<file path="config.mk">
export PLATFORM = sky130hd
export DESIGN_NAME = mixcolumns_engine
export DESIGN_NICKNAME = d
export VERILOG_FILES = /design/src/rtl/mixcolumns_engine.sv
export SDC_FILE = /design/constraint.sdc
export NUM_CORES = 1
export LEC_CHECK = 0
export CELL_PAD_IN_SITES_DETAIL_PLACEMENT = 0
export CELL_PAD_IN_SITES_GLOBAL_PLACEMENT = 1
export CORE_ASPECT_RATIO = 1.2
export CORE_MARGIN = 2
export CORE_UTILIZATION = 25
export DETAILED_ROUTE_END_ITERATION = 16
export PLACE_DENSITY = 0.53
export REMOVE_ABC_BUFFERS = 1
export SLEW_MARGIN = 20
export SYNTH_ARGS = -nofsm -noshare
export SYNTH_HDL_FRONTEND = slang
export SYNTH_SLANG_ARGS = --single-unit
export TNS_END_PERCENT = 20
</file>
<file path="constraint.sdc">
create_clock -name clk -period 15.5 [get_ports clk]
set_input_delay 3.1 -clock clk [delete_from_list [all_inputs] [get_ports clk]]
set_output_delay 3.1 -clock clk [all_outputs]
set_load 0.02 [all_outputs]
</file>
<file path="src/rtl/mixcolumns_engine.sv">
// AES MixColumns / InvMixColumns engine: one 128-bit block per handshake,
// COLS_PER_CYCLE columns transformed in place per clock.
module mixcolumns_engine #(
    parameter int unsigned COLS_PER_CYCLE = 4,
    parameter bit          OUT_REG        = 1'b1
) (
    input  logic         clk,
    input  logic         rst,
    input  logic         in_valid,
    output logic         in_ready,
    input  logic [127:0] state_in,
    input  logic         inv,
    output logic         out_valid,
    input  logic         out_ready,
    output logic [127:0] state_out,
    output logic         busy
);

    localparam int unsigned NCOL = 4;
    // Column index of the final group handled in BUSY
    localparam logic [2:0]  LAST = 3'(NCOL - COLS_PER_CYCLE);

    generate
        if (!(COLS_PER_CYCLE == 1 || COLS_PER_CYCLE == 2 || COLS_PER_CYCLE == 4)) begin : g_bad_cols
            $error("mixcolumns_engine: COLS_PER_CYCLE must be 1, 2 or 4");
        end
    endgenerate

    typedef enum logic [1:0] {S_IDLE, S_BUSY, S_DONE} state_t;

    state_t       state, state_nx;
    logic [1:0]   col, col_nx;
    logic [127:0] work, work_nx, work_mix;
    logic         inv_q, inv_nx;
    logic         in_ready_q, out_valid_q, busy_q;

    function automatic logic [7:0] xtime(input logic [7:0] b);
        return {b[6:0], 1'b0} ^ (8'h1b & {8{b[7]}});
    endfunction

    function automatic logic [31:0] mix_col(input logic [31:0] c, input logic inv_mode);
        logic [7:0]  a  [4];
        logic [7:0]  x2 [4];
        logic [7:0]  x4 [4];
        logic [7:0]  x8 [4];
        logic [31:0] r;
        r = '0;
        for (int i = 0; i < 4; i++) begin
            a[i]  = c[31-8*i -: 8];
            x2[i] = xtime(a[i]);
            x4[i] = xtime(x2[i]);
            x8[i] = xtime(x4[i]);
        end
        // Row i uses a[i..i+3] against the rotated coefficient row
        for (int i = 0; i < 4; i++) begin
            if (inv_mode)
                r[31-8*i -: 8] = (x8[i] ^ x4[i] ^ x2[i])
                               ^ (x8[(i+1)%4] ^ x2[(i+1)%4] ^ a[(i+1)%4])
                               ^ (x8[(i+2)%4] ^ x4[(i+2)%4] ^ a[(i+2)%4])
                               ^ (x8[(i+3)%4] ^ a[(i+3)%4]);
            else
                r[31-8*i -: 8] = x2[i] ^ x2[(i+1)%4] ^ a[(i+1)%4]
                               ^ a[(i+2)%4] ^ a[(i+3)%4];
        end
        return r;
    endfunction

    // Column c lives at bits [127-32c -: 32]; 127-32c == {~c, 5'h1f}
    always_comb begin
        work_mix = work;
        for (int unsigned k = 0; k < COLS_PER_CYCLE; k++) begin
            work_mix[{~(col + 2'(k)), 5'h1f} -: 32] =
                mix_col(work[{~(col + 2'(k)), 5'h1f} -: 32], inv_q);
        end
    end

    always_comb begin
        state_nx = state;
        col_nx   = col;
        work_nx  = work;
        inv_nx   = inv_q;
        case (state)
            S_IDLE: begin
                if (in_valid && in_ready_q) begin
                    state_nx = S_BUSY;
                    work_nx  = state_in;
                    inv_nx   = inv;
                    col_nx   = '0;
                end
            end
            S_BUSY: begin
                work_nx = work_mix;
                if ({1'b0, col} == LAST) state_nx = S_DONE;
                else                     col_nx   = col + 2'(COLS_PER_CYCLE);
            end
            S_DONE: begin
                if (out_ready) begin
                    state_nx = S_IDLE;
                    col_nx   = '0;
                end
            end
            default: state_nx = S_IDLE;
        endcase
    end

    always_ff @(posedge clk or posedge rst) begin
        if (rst) begin
            state       <= S_IDLE;
            col         <= '0;
            work        <= '0;
            inv_q       <= 1'b0;
            in_ready_q  <= 1'b0;
            out_valid_q <= 1'b0;
            busy_q      <= 1'b0;
        end else begin
            state       <= state_nx;
            col         <= col_nx;
            work        <= work_nx;
            inv_q       <= inv_nx;
            in_ready_q  <= (state_nx == S_IDLE);
            out_valid_q <= (state_nx == S_DONE);
            busy_q      <= (state_nx != S_IDLE);
        end
    end

    generate
        if (OUT_REG) begin : g_out_reg
            logic [127:0] out_q;
            always_ff @(posedge clk or posedge rst) begin
                if (rst)                                       out_q <= '0;
                else if (state == S_BUSY && state_nx == S_DONE) out_q <= work_mix;
            end
            assign state_out = out_q;
        end else begin : g_out_inplace
            assign state_out = work;
        end
    endgenerate

    assign in_ready  = in_ready_q;
    assign out_valid = out_valid_q;
    assign busy      = busy_q;

endmodule

</file>
======== Word level (Yosys, flattened, before mapping) ========
Cells that the tools add are included.
W data, S select, Z words.
word-level totals
  logic and storage cells ................. 332
  flip-flop bits (word level) ............. 264
  output and inout bits ................... 131
operators by class
  shift operators ......................... 12
  reduce and logical (&&, ||, !) cells .... 11
  bitwise logic cells ..................... 260
  add/sub/neg operators ................... 7
  eq/ne operators ......................... 5
  mux-type cells .......................... 29
operator list
  kind                        count
  $xor A8 B8 Y8               208
  $shift A32 B9 Y159 const A  4
  $shiftx A159 B8 Y32         4
  $shiftx A32 B9 Y159         4
  $bwmux W128                 4
  $xor A8 B5 Y8               48
  $pmux W128 S2               1
  $mux W128                   1
  $mux W8                     16
  $neg A7 Y9                  4
  $mux W2                     5
  $not A2 Y2                  4
  $logic_not A2 Y1            3
  $pmux W2 S3                 1
  $reduce_bool A2 Y1          3
  $add A2 B2 Y2 const B       2
  $eq A2 B2 Y1 const B        2
  $ne A2 B2 Y1 const B        2
  $pmux W2 S2                 1
  $reduce_and A2 Y1           2
  $reduce_and A3 Y1           1
  $add A2 B1 Y2 const B       1
  $eq A2 B1 Y1 const B        1
  $logic_and A1 B1 Y1         2

======== Logic depth before layout (Yosys ltp) ========
Gate-level depths: netlist of run 1.
  word-level depth ........................ 17
  gate-level depth with buffers ........... 9
  gate-level depth less buffers ........... 7

======== Least setup slack after synthesis of run 1 ========
OpenSTA, ideal clock, no wires.
  kind .................................... input port to flip-flop
  start ................................... input in_valid
  end ..................................... register work[29]
  stages on the path ...................... 7
  arrival ................................. 4.323 ns
  slack ................................... 11.100 ns
  data required time ...................... 15.423 ns
  library setup time ...................... 0.077 ns
  path buffers ............................ 2
  path through ............................ nand2_1 or2_2 clkbuf_1 nor2_1 clkbuf_1 a22oi_1 o21ai_1
on the way
  cells in the longest elaborated chain, start to end .. 3
ends and longest elaborated chain
  what                                RTL line  source
  start, declared                     9         input logic in_valid,
  $logic_and A1 B1 Y1                 84        if (in_valid && in_ready_q) begin
  $ne A2 B2 Y1 (no source line)       n/a
  $reduce_and A2 Y1 (no source line)  n/a
  end signal, assigned                118       work <= work_nx;
  end, declared                       33        logic [127:0] work, work_nx, work_mix;
No other way between the ends.
A chain may end at the register's enable or synchronous reset.

======== Worst setup path after layout of run 1 ========
  start ................................... input in_valid
  end ..................................... register work[70]
Same word-level chain as after synthesis.

==> impl_results.md, run 1 <==
- Setup TNS: 0 ps
- Main area contributors after synthesis: dfrtp_1 32%, xnor2_1 26%, xor2_1 7.3%, xnor3_1 7.2%, nand2_1 5.7%
- Hold Crit Class: reg2reg
- Max_cap viols: 0
- Worst R2R Path Depth: 7
- Total global-route track usage: 0.165
- Drt wl/cell: 20.4 microns
- Die Y: 319 microns
- Setup bufs post-CTS: 0
- Post-Syn Area: 0.0207 sq mm
- Met3 WL post-DR: 2690 microns
- DRT met1 WL: 32100 microns
- Num CTS Buffers: 35
- Status: complete, no violations
- Cell taking the most area after synthesis: dfrtp_1
- Number of top-level pins: 264
- Routability Congestion: 0.861
- CTS Root Cell: clkbuf_16
- Maximum number of pins on one net before global-route repair: 141
- Endpoint, Worst Hold: state_out[124]
- EDFF count, synth: 0
- Crit end category: flip-flop
- Core Box Area: 0.0820 sq mm
- Worst path max stage delay: 760 ps
- Detailed Routing Iterations Pass 1: 5
- Period utilisation layout: 0.331
- Post-Synthesis Cells: 2259
- # setup viols final: 0
- Hold depth: 2
- WP data arrival: 5600 ps
- Global-route wire length before repair: 107000 microns
- Clk buf depth: 3
- Met2 WL post-DR: 33700 microns
- Worst Skew: 12.5 ps
- Primary FF master, synth: dfrtp_1
- Crit-path max FO: 63
- Row Count: 115
- CTS H-tree depth: 2
- Placement Setup Slack: 9700 ps
- Worst R2R Setup Slack: 12150 ps
- Unrepaired setup endpoints after global routing: no
- CP Class: in2reg
- Cells along the critical path: clkdlybuf4s50_1 > nand2_1 > nor2_4 > buf_4 > buf_4 > nand2_1 > and3_1 > a21oi_1
- Total die area: 0.0853 sq mm
- Die X: 267 microns
- Count leader, synth: xnor2_1
- Total wire length: 70100 microns
- Tmin final: 5130 ps
- Final Max Slew Viols: 0
- Cell variety after synth: 45
- Slowest library cell on the worst path: buf_4
- Slew @ Worst Pin: 1040 ps
- Final worst slack: 10370 ps
- CP Launch Type: input port
- Global route overflow: 0
- Resized Gates After CTS: 0
- HP Start: state_out[124]
- ANT nets after route: 0
- Worst r2r src: work[23]
- Clock Latency Late Sink: 550 ps
- Seq/Total Area, Yosys: 0.316
- Share of cells above drive strength 1: 0.0415
- Initial antenna violation count: 2
- Commonest cells in the netlist: 610 x xnor2_1, 316 x nand2_1, 262 x dfrtp_1
- Worst relative slew slack: 0.304
- Buffers added on ports: 263
- Initial Utilization: 0.253
- Post-Synthesis Mean Instance Area: 9.18 sq um
- Synth async-reset ratio: 1.00
- Remaining DRCs: 0
- Via/cell ratio: 4.50
- Data required time of the worst path: 15970 ps
- Core Util, Final: 0.307
- Vias in the first global route: 16600
- Via Count: 15500
- CTS tree: yes
- Dpl cells: 3381
- Nets@finish: 2498
- Detailed-placement wirelength estimate: 50400 microns
- Non-filler instance count after layout: 3441
- #FFs+latches synth: 262
- RR Endpoint: state_out[20]
- Worst-path clk slew: 60 ps
- Peak Freq: 195 MHz
- Clk sinks: 262
- Iteration-0 DRC Markers: 793
- DR top layer: met5
- Number of synthesis warnings: 0
- Area grow syn2layout: 21.6%
- Post-synth top area share: 0.316
- Hold_buf cts: 0
- Hold Fails Final Rpt: 0
==> critical path, delay by kind of cell <==
family / cells / cell delay (ps)
buf+inv: 3 / 1680
simple gates: 4 / 620
compound gates: 1 / 120
==> cells in the final DEF (no fill, tap or decap), drive strengths merged, types with 5 or more instances in the layout <==
| cell type | count |
|---|---|
| xnor2 | 620 |
| a221o | 6 |
| o21ai | 39 |
| a22oi | 11 |
| clkinv | 8 |
| or2 | 5 |
| and3 | 42 |
| a31oi | 46 |
| nor3 | 13 |
| dfrtp | 262 |
| buf | 16 |
| o221ai | 6 |
| mux2i | 19 |
| a211oi | 12 |
| nand3 | 16 |
| clkbuf | 48 |
| o21a | 5 |
| xor2 | 176 |
| xor3 | 17 |
| nor2 | 201 |
| xnor3 | 68 |
| and2 | 5 |
| a21o | 13 |
| clkdlybuf4s50 | 263 |
| a21oi | 123 |
| nand2 | 316 |
| nand2b | 5 |
==> registers in the layout (all words and copies together), names as in the netlist <==
name / cells
busy: 1
out_valid: 1
inv_q: 1
work: 128
in_ready: 1
state_out: 128
state: 2
==> area by class of cell <==
class	count	area [sq um]
timing repair buffer	279	2780
multi-input combinational	1782	13400
clock buffer	48	997
inverter	5	26.3
antenna	1	2.50
fill	8590	56800
sequential	262	6560
tap	1053	1320
clock inverter	11	166
==> through the flow <==
stage / area, sq um / hold WS, ps
2_1_floorplan: 19900 / 573
3_3_place_gp: 24000 / 461
3_5_place_dp: 24000 / 462
4_1_cts: 25200 / 476
5_1_grt: 25200 / 509
6_report: 25200 / 469
==> routing by layer <==
layer,global-route usage,vias to the layer above
li1,-,7442
met1,0.219,7633
met2,0.278,307
met3,0.0252,85
met4,0.0432,2
met5,0,-
==> cells by family after synthesis <==
group	after synthesis	share of synthesized area
buffers and inverters	215	0.0416
XOR/XNOR	881	0.435
AND/OR/NAND/NOR	613	0.121
flip-flops	262	0.316
AO/OA/AOI/OAI	268	0.0762
multiplexers	20	0.00972
==> worst max path at each step <==
stage / end / cells past startpoint / slack, ps / from
2_1_floorplan: work[118] / 4 / 4790 / state[0]
3_3_place_gp: work[104] / 8 / 9770 / in_valid
3_5_place_dp: work[109] / 8 / 9700 / in_valid
4_1_cts: work[101] / 8 / 10280 / in_valid
5_1_grt: work[101] / 8 / 10150 / in_valid
6_report: work[70] / 8 / 10370 / in_valid
Power of run 1 is left out: the tool's default activity adds up to more than one toggle a clock period on the data nets, which glitch-free logic cannot reach.
==> run 2, diff against run 1 <==
- clock period: 15.5 -> 4.8 ns (I/O delays scaled with it)
==> run 2 against run 1 <==
Against the previous run:
- first-iteration DRC count grew 16%
- sequential share of layout area about the same
- die area stayed put
- critical path depth down 1
- cell count up 0.29%
==> impl_results.md, run 2 (same netlist as run 1, synthesis figures left out) <==
- Worst Skew: 21.5 ps (+9.03 ps)
- Final Max Slew Viols: 0 (unchanged)
- Via/cell ratio: 4.48 (-0.32%)
- Drt wl/cell: 20.4 microns (+0.16%)
- Initial antenna violation count: 1 (-1)
- Final worst slack: 1710 ps (-8660 ps)
- Placed instance area: 0.0241 sq mm (+0.30%)
- Share of cells above drive strength 1: 0.0446 (+0.00315)
- Hold_buf cts: 0 (unchanged)
- Commonest non-fill, non-tap cell in the layout: xnor2_1
- Max_cap viols: 0 (unchanged)
- HP Start: state_out[81]
- Core Box Area: 0.0820 sq mm (unchanged)
- Number of top-level pins: 264 (unchanged)
- Num CTS Buffers: 37 (+5.7%)
- Setup bufs post-CTS: 0 (unchanged)
- Total global-route track usage: 0.165 (+0.000211)
- # setup viols final: 0 (unchanged)
- Unrepaired setup endpoints after global routing: no
- Nets@finish: 2508 (+0.40%)
- Buffers added on ports: 263 (unchanged)
- CP Launch Type: flip-flop
- Via Count: 15500 (-0.032%)
- Worst r2r src: work[23]
- Row Count: 115 (unchanged)
- Tmin final: 3090 ps
- Hold Fails Final Rpt: 0 (unchanged)
- Maximum number of pins on one net before global-route repair: 114 (-19%)
- Crit end category: flip-flop
- Remaining DRCs: 0 (unchanged)
- CP Class: reg2reg
- Worst-path clk slew: 70 ps (about the same)
- Worst relative slew slack: 0.301 (-0.00344)
- Global-route wire length before repair: 108000 microns (+0.28%)
- Resized Gates After CTS: 0 (unchanged)
- Data required time of the worst path: 5230 ps (-10740 ps)
- Clk sinks: 262 (unchanged)
- Ant. Diodes: 0 (-1)
- Worst setup path startpoint: work[23]
- CTS H-tree depth: 2 (unchanged)
- Initial Utilization: 0.253 (unchanged)
- Post-route cell area: 0.0252 sq mm (about the same)
- Slew @ Worst Pin: 1040 ps (+0.151 ps)
- Die Y: 319 microns (unchanged)
- Worst hold slack: 484 ps (+15.2 ps)
- CTS Root Cell: clkbuf_16
- Period utilisation layout: 0.644
- CTS tree: yes
- Detailed Routing Iterations Pass 1: 7 (+2)
- Vias in the first global route: 16600 (+0.46%)
- Hold Crit Class: reg2reg
- Commonest cells after routing, fill and taps aside: 610 x xnor2_1, 316 x nand2_1, 263 x clkdlybuf4s50_1, 260 x dfrtp_1, 198 x nor2_1
- Total wire length: 70400 microns (+0.45%)
- ANT nets after route: 0 (unchanged)
- Clk buf depth: 3 (unchanged)
- Global route overflow: 0 (unchanged)
- Placement Setup Slack: 1420 ps (-8280 ps)
- WP data arrival: 3520 ps (-2080 ps)
- Peak Freq: 324 MHz
- Routability Congestion: 0.848 (-1.6%)
- Crit-path max FO: 11 (-83%)
- Die X: 267 microns (unchanged)
- Area grow syn2layout: 21.6% (about the same)
- Detailed-placement wirelength estimate: 51000 microns (+1.1%)
- Total die area: 0.0853 sq mm (unchanged)
- Clock Latency Late Sink: 570 ps (+20 ps)
- Status: complete, no violations
- Core Util, Final: 0.307 (about the same)
- Iteration-0 DRC Markers: 920 (+16%)
run 2: cell types whose count changed in the layout (fill, tap and decap cells not counted), moves of 2 or more:
cell | before | now
inv_6 | 0 | 3
clkbuf_1 | 8 | 11
clkinv_2 | 4 | 2
bufinv_16 | 4 | 0
clkbuf_8 | 3 | 6
buf_4 | 14 | 21
run 2: path summary, 6_finish.rpt:
kind | cells after the start | endpoint | slack [ps]
max | 7 | work[20] | 1710
min | 2 | state_out[81] | 480
max reg2reg | 7 | work[20] | 1710
min reg2reg | 2 | state_out[81] | 480
max in group asynchronous | 3 | work[123] | 2850
min in group asynchronous | 2 | state_out[38] | 960
run 2: layer usage:
| metal | GRT usage | vias up | part of all wire |
|---|---|---|---|
| met2 | 0.284 | 264 | 0.49 |
| met5 | 0 | - | 0.00014 |
| met4 | 0.0356 | 2 | 0.018 |
| met1 | 0.218 | 7694 | 0.46 |
| li1 | - | 7436 | - |
| met3 | 0.0245 | 68 | 0.035 |
run 2: final cells by class:
cell class              instances  area, sq um
clock buffers                  54         1050
clock inverters                 8         61.3
fillers                      8648        56800
inverters                       5         26.3
multi-input cells            1782        13400
flip-flops and latches        262         6560
well taps                    1053         1320
repair buffers                287         2850
run 2: through the flow:
step / cells / setup TNS (ps)
6_report: 3451 / 0
5_1_grt: 3451 / 0
4_1_cts: 3451 / 0
3_5_place_dp: 3389 / 0
3_3_place_gp: 3389 / 0
2_1_floorplan: 2049 / -1560380
run 2: worst max-delay path: stages (launching register included):
cell     delay [ps]
dfrtp_1         600
xnor2_1         650
xnor3_1         360
xor2_1          250
xnor3_1         480
or3_1           350
a21oi_1         220
a31oi_1          60
Power of run 2 is left out for the same reason.
==> run 3, diff against run 2 <==
- clock period: 4.8 -> 3.05 ns (I/O delays scaled with it)
==> run 3 against run 2 <==
Against the previous run:
- cell count up 2.9%
- critical path depth unchanged
- worst hold slack lost 2.0 ps
- sequential share of layout area shrank 0.97 points
- utilization increased by 1.2 points
- critical endpoint is now state_out[60]
- clock-buffer cell count decreased by 4
- global-route usage is 0.94 points higher
- first-iteration DRC count shrank 12%
- fmax rose by 12%
- worst setup slack got worse by 1400 ps
- largest cell class unchanged
- die area unchanged
==> impl_results.md, run 3 (same netlist as run 1, synthesis figures left out) <==
- Ant. Diodes: 0 (unchanged)
- Hold_buf cts: 0 (unchanged)
- Slew @ Worst Pin: 849 ps (-192 ps)
- Row Count: 115 (unchanged)
- # setup viols final: 0 (unchanged)
- WP data arrival: 3190 ps (-330 ps)
- Crit end category: flip-flop
- Die Y: 319 microns (unchanged)
- Number of fill cells: 8514 (-1.5%)
- Core Box Area: 0.0820 sq mm (unchanged)
- Data required time of the worst path: 3470 ps (-1760 ps)
- Total wire length: 74500 microns (+5.8%)
- Hold depth: 2 (unchanged)
- Crit-path max FO: 6 (-5)
- CTS Root Cell: clkbuf_16
- Via/cell ratio: 4.49 (+0.23%)
- Iteration-0 DRC Markers: 810 (-12%)
- Area grow syn2layout: 26.4%
- Buf/Inv on CP: 0 (unchanged)
- Top delay family on crit path: XOR/XNOR gates
- Total global-route track usage: 0.174 (+0.00939)
- Worst R2R Path Depth: 7 (unchanged)
- Commonest cells after routing, fill and taps aside: 610 x xnor2_1, 316 x nand2_1, 263 x clkdlybuf4s50_1, 260 x dfrtp_1, 198 x nor2_1
- Nets@finish: 2608 (+4.0%)
- CP Launch Type: flip-flop
- Setup TNS: 0 ps (unchanged)
- Max_cap viols: 0 (unchanged)
- Clk buf depth: 3 (unchanged)
- Routability Congestion: 0.858 (+1.2%)
- CTS tree: yes
- Crit path top cell by count: xnor3_2
- Buffers added on ports: 263 (unchanged)
- Hold Fails Final Rpt: 0 (unchanged)
- Share of cells above drive strength 1: 0.0853 (+0.0406)
- Slowest library cell on the worst path: xor3_2
- Clock Latency Late Sink: 560 ps (about the same)
- CTS H-tree depth: 2 (unchanged)
- Cells along the critical path: xor3_2 > xnor3_2 > xnor3_2 > xor2_1 > mux2i_1 > xnor2_1 > a21oi_1
- Maximum number of pins on one net before global-route repair: 86 (-25%)
- Peak Freq: 361 MHz (+12%)
- Drt wl/cell: 21.0 microns (+2.8%)
- Worst-path clk slew: 60 ps (about the same)
- Initial antenna violation count: 2 (+1)
- Worst path max stage delay: 580 ps (-70 ps)
- Resized Gates After CTS: 0 (unchanged)
- Unrepaired setup endpoints after global routing: no
- Worst relative slew slack: 0.430 (+0.129)
- Die X: 267 microns (unchanged)
- CP Class: reg2reg
- Commonest non-fill, non-tap cell in the layout: xnor2_1
- Tmin final: 2770 ps (-322 ps)
- Num CTS Buffers: 35 (-5.4%)
- Global route overflow: 0 (unchanged)
- Via Count: 15900 (+3.1%)
- Detailed-placement wirelength estimate: 55900 microns (+9.6%)
- Multi-input logic area: 0.0134 sq mm (unchanged)
- Total die area: 0.0853 sq mm (unchanged)
- Initial Utilization: 0.253 (unchanged)
- Worst Skew: 18.2 ps (-3.32 ps)
- Detailed Routing Iterations Pass 1: 5 (-2)
- Remaining DRCs: 0 (unchanged)
- Global-route wire length before repair: 112000 microns (+4.4%)
- Status: complete, no violations
- Period utilisation layout: 0.908 (+0.264)
- Hold Crit Class: reg2reg
- Setup bufs post-CTS: 0 (unchanged)
- Worst path depth: 7 (unchanged)
- ANT nets after route: 0 (unchanged)
- Clk sinks: 262 (unchanged)
- Vias in the first global route: 17100 (+2.7%)
- Final Max Slew Viols: 0 (unchanged)
- Number of top-level pins: 264 (unchanged)
- Register cell area after layout: 0.00656 sq mm (unchanged)
==> run 3: layer usage <==
layer,vias to the layer above,global-route usage,wire [microns]
met3,75,0.0236,2670
met5,-,0,13
met4,2,0.0452,1660
met2,348,0.307,37200
li1,7650,-,-
met1,7874,0.223,32900
==> run 3: stage by stage <==
stage | instance area, sq um | cells | worst slack [ps] | utilization | hold slack, ps
CTS | 26200 | 3551 | 271 | 0.319 | 478
finish | 26200 | 3551 | 282 | 0.319 | 482
floorplan | 19900 | 2049 | -7660 | - | 573
global route | 26200 | 3551 | 160 | 0.319 | 507
detailed placement | 25000 | 3491 | 270 | 0.305 | 463
global placement | 25000 | 3491 | 302 | 0.305 | 468
==> run 3: final cells by class <==
type                    instances  share of cell area
clock inverters                10             0.00502
well taps                    1053              0.0503
repair buffers                389               0.143
flip-flops and latches        262               0.250
multi-input cells            1782               0.510
inverters                       5             0.00100
clock buffers                  50              0.0403
==> run 3: worst paths after layout <==
kind / start / endpoint / slack, ps
min in group asynchronous: rst / state_out[38] / 510
max: work[37] / state_out[60] / 280
min: state_out[77] / state_out[77] / 480
max reg2reg: work[37] / state_out[60] / 280
min reg2reg: state_out[77] / state_out[77] / 480
max in group asynchronous: rst / state_out[66] / 1850
==> run 3: worst reg2reg max path: stages (launching register included) <==
cell and delay [ps]:
dfrtp_1 500, xor3_2 580, xnor3_2 470, xnor3_2 440, xor2_1 180, mux2i_1 180
xnor2_1 180, a21oi_1 100
Power of run 3 is left out for the same reason.
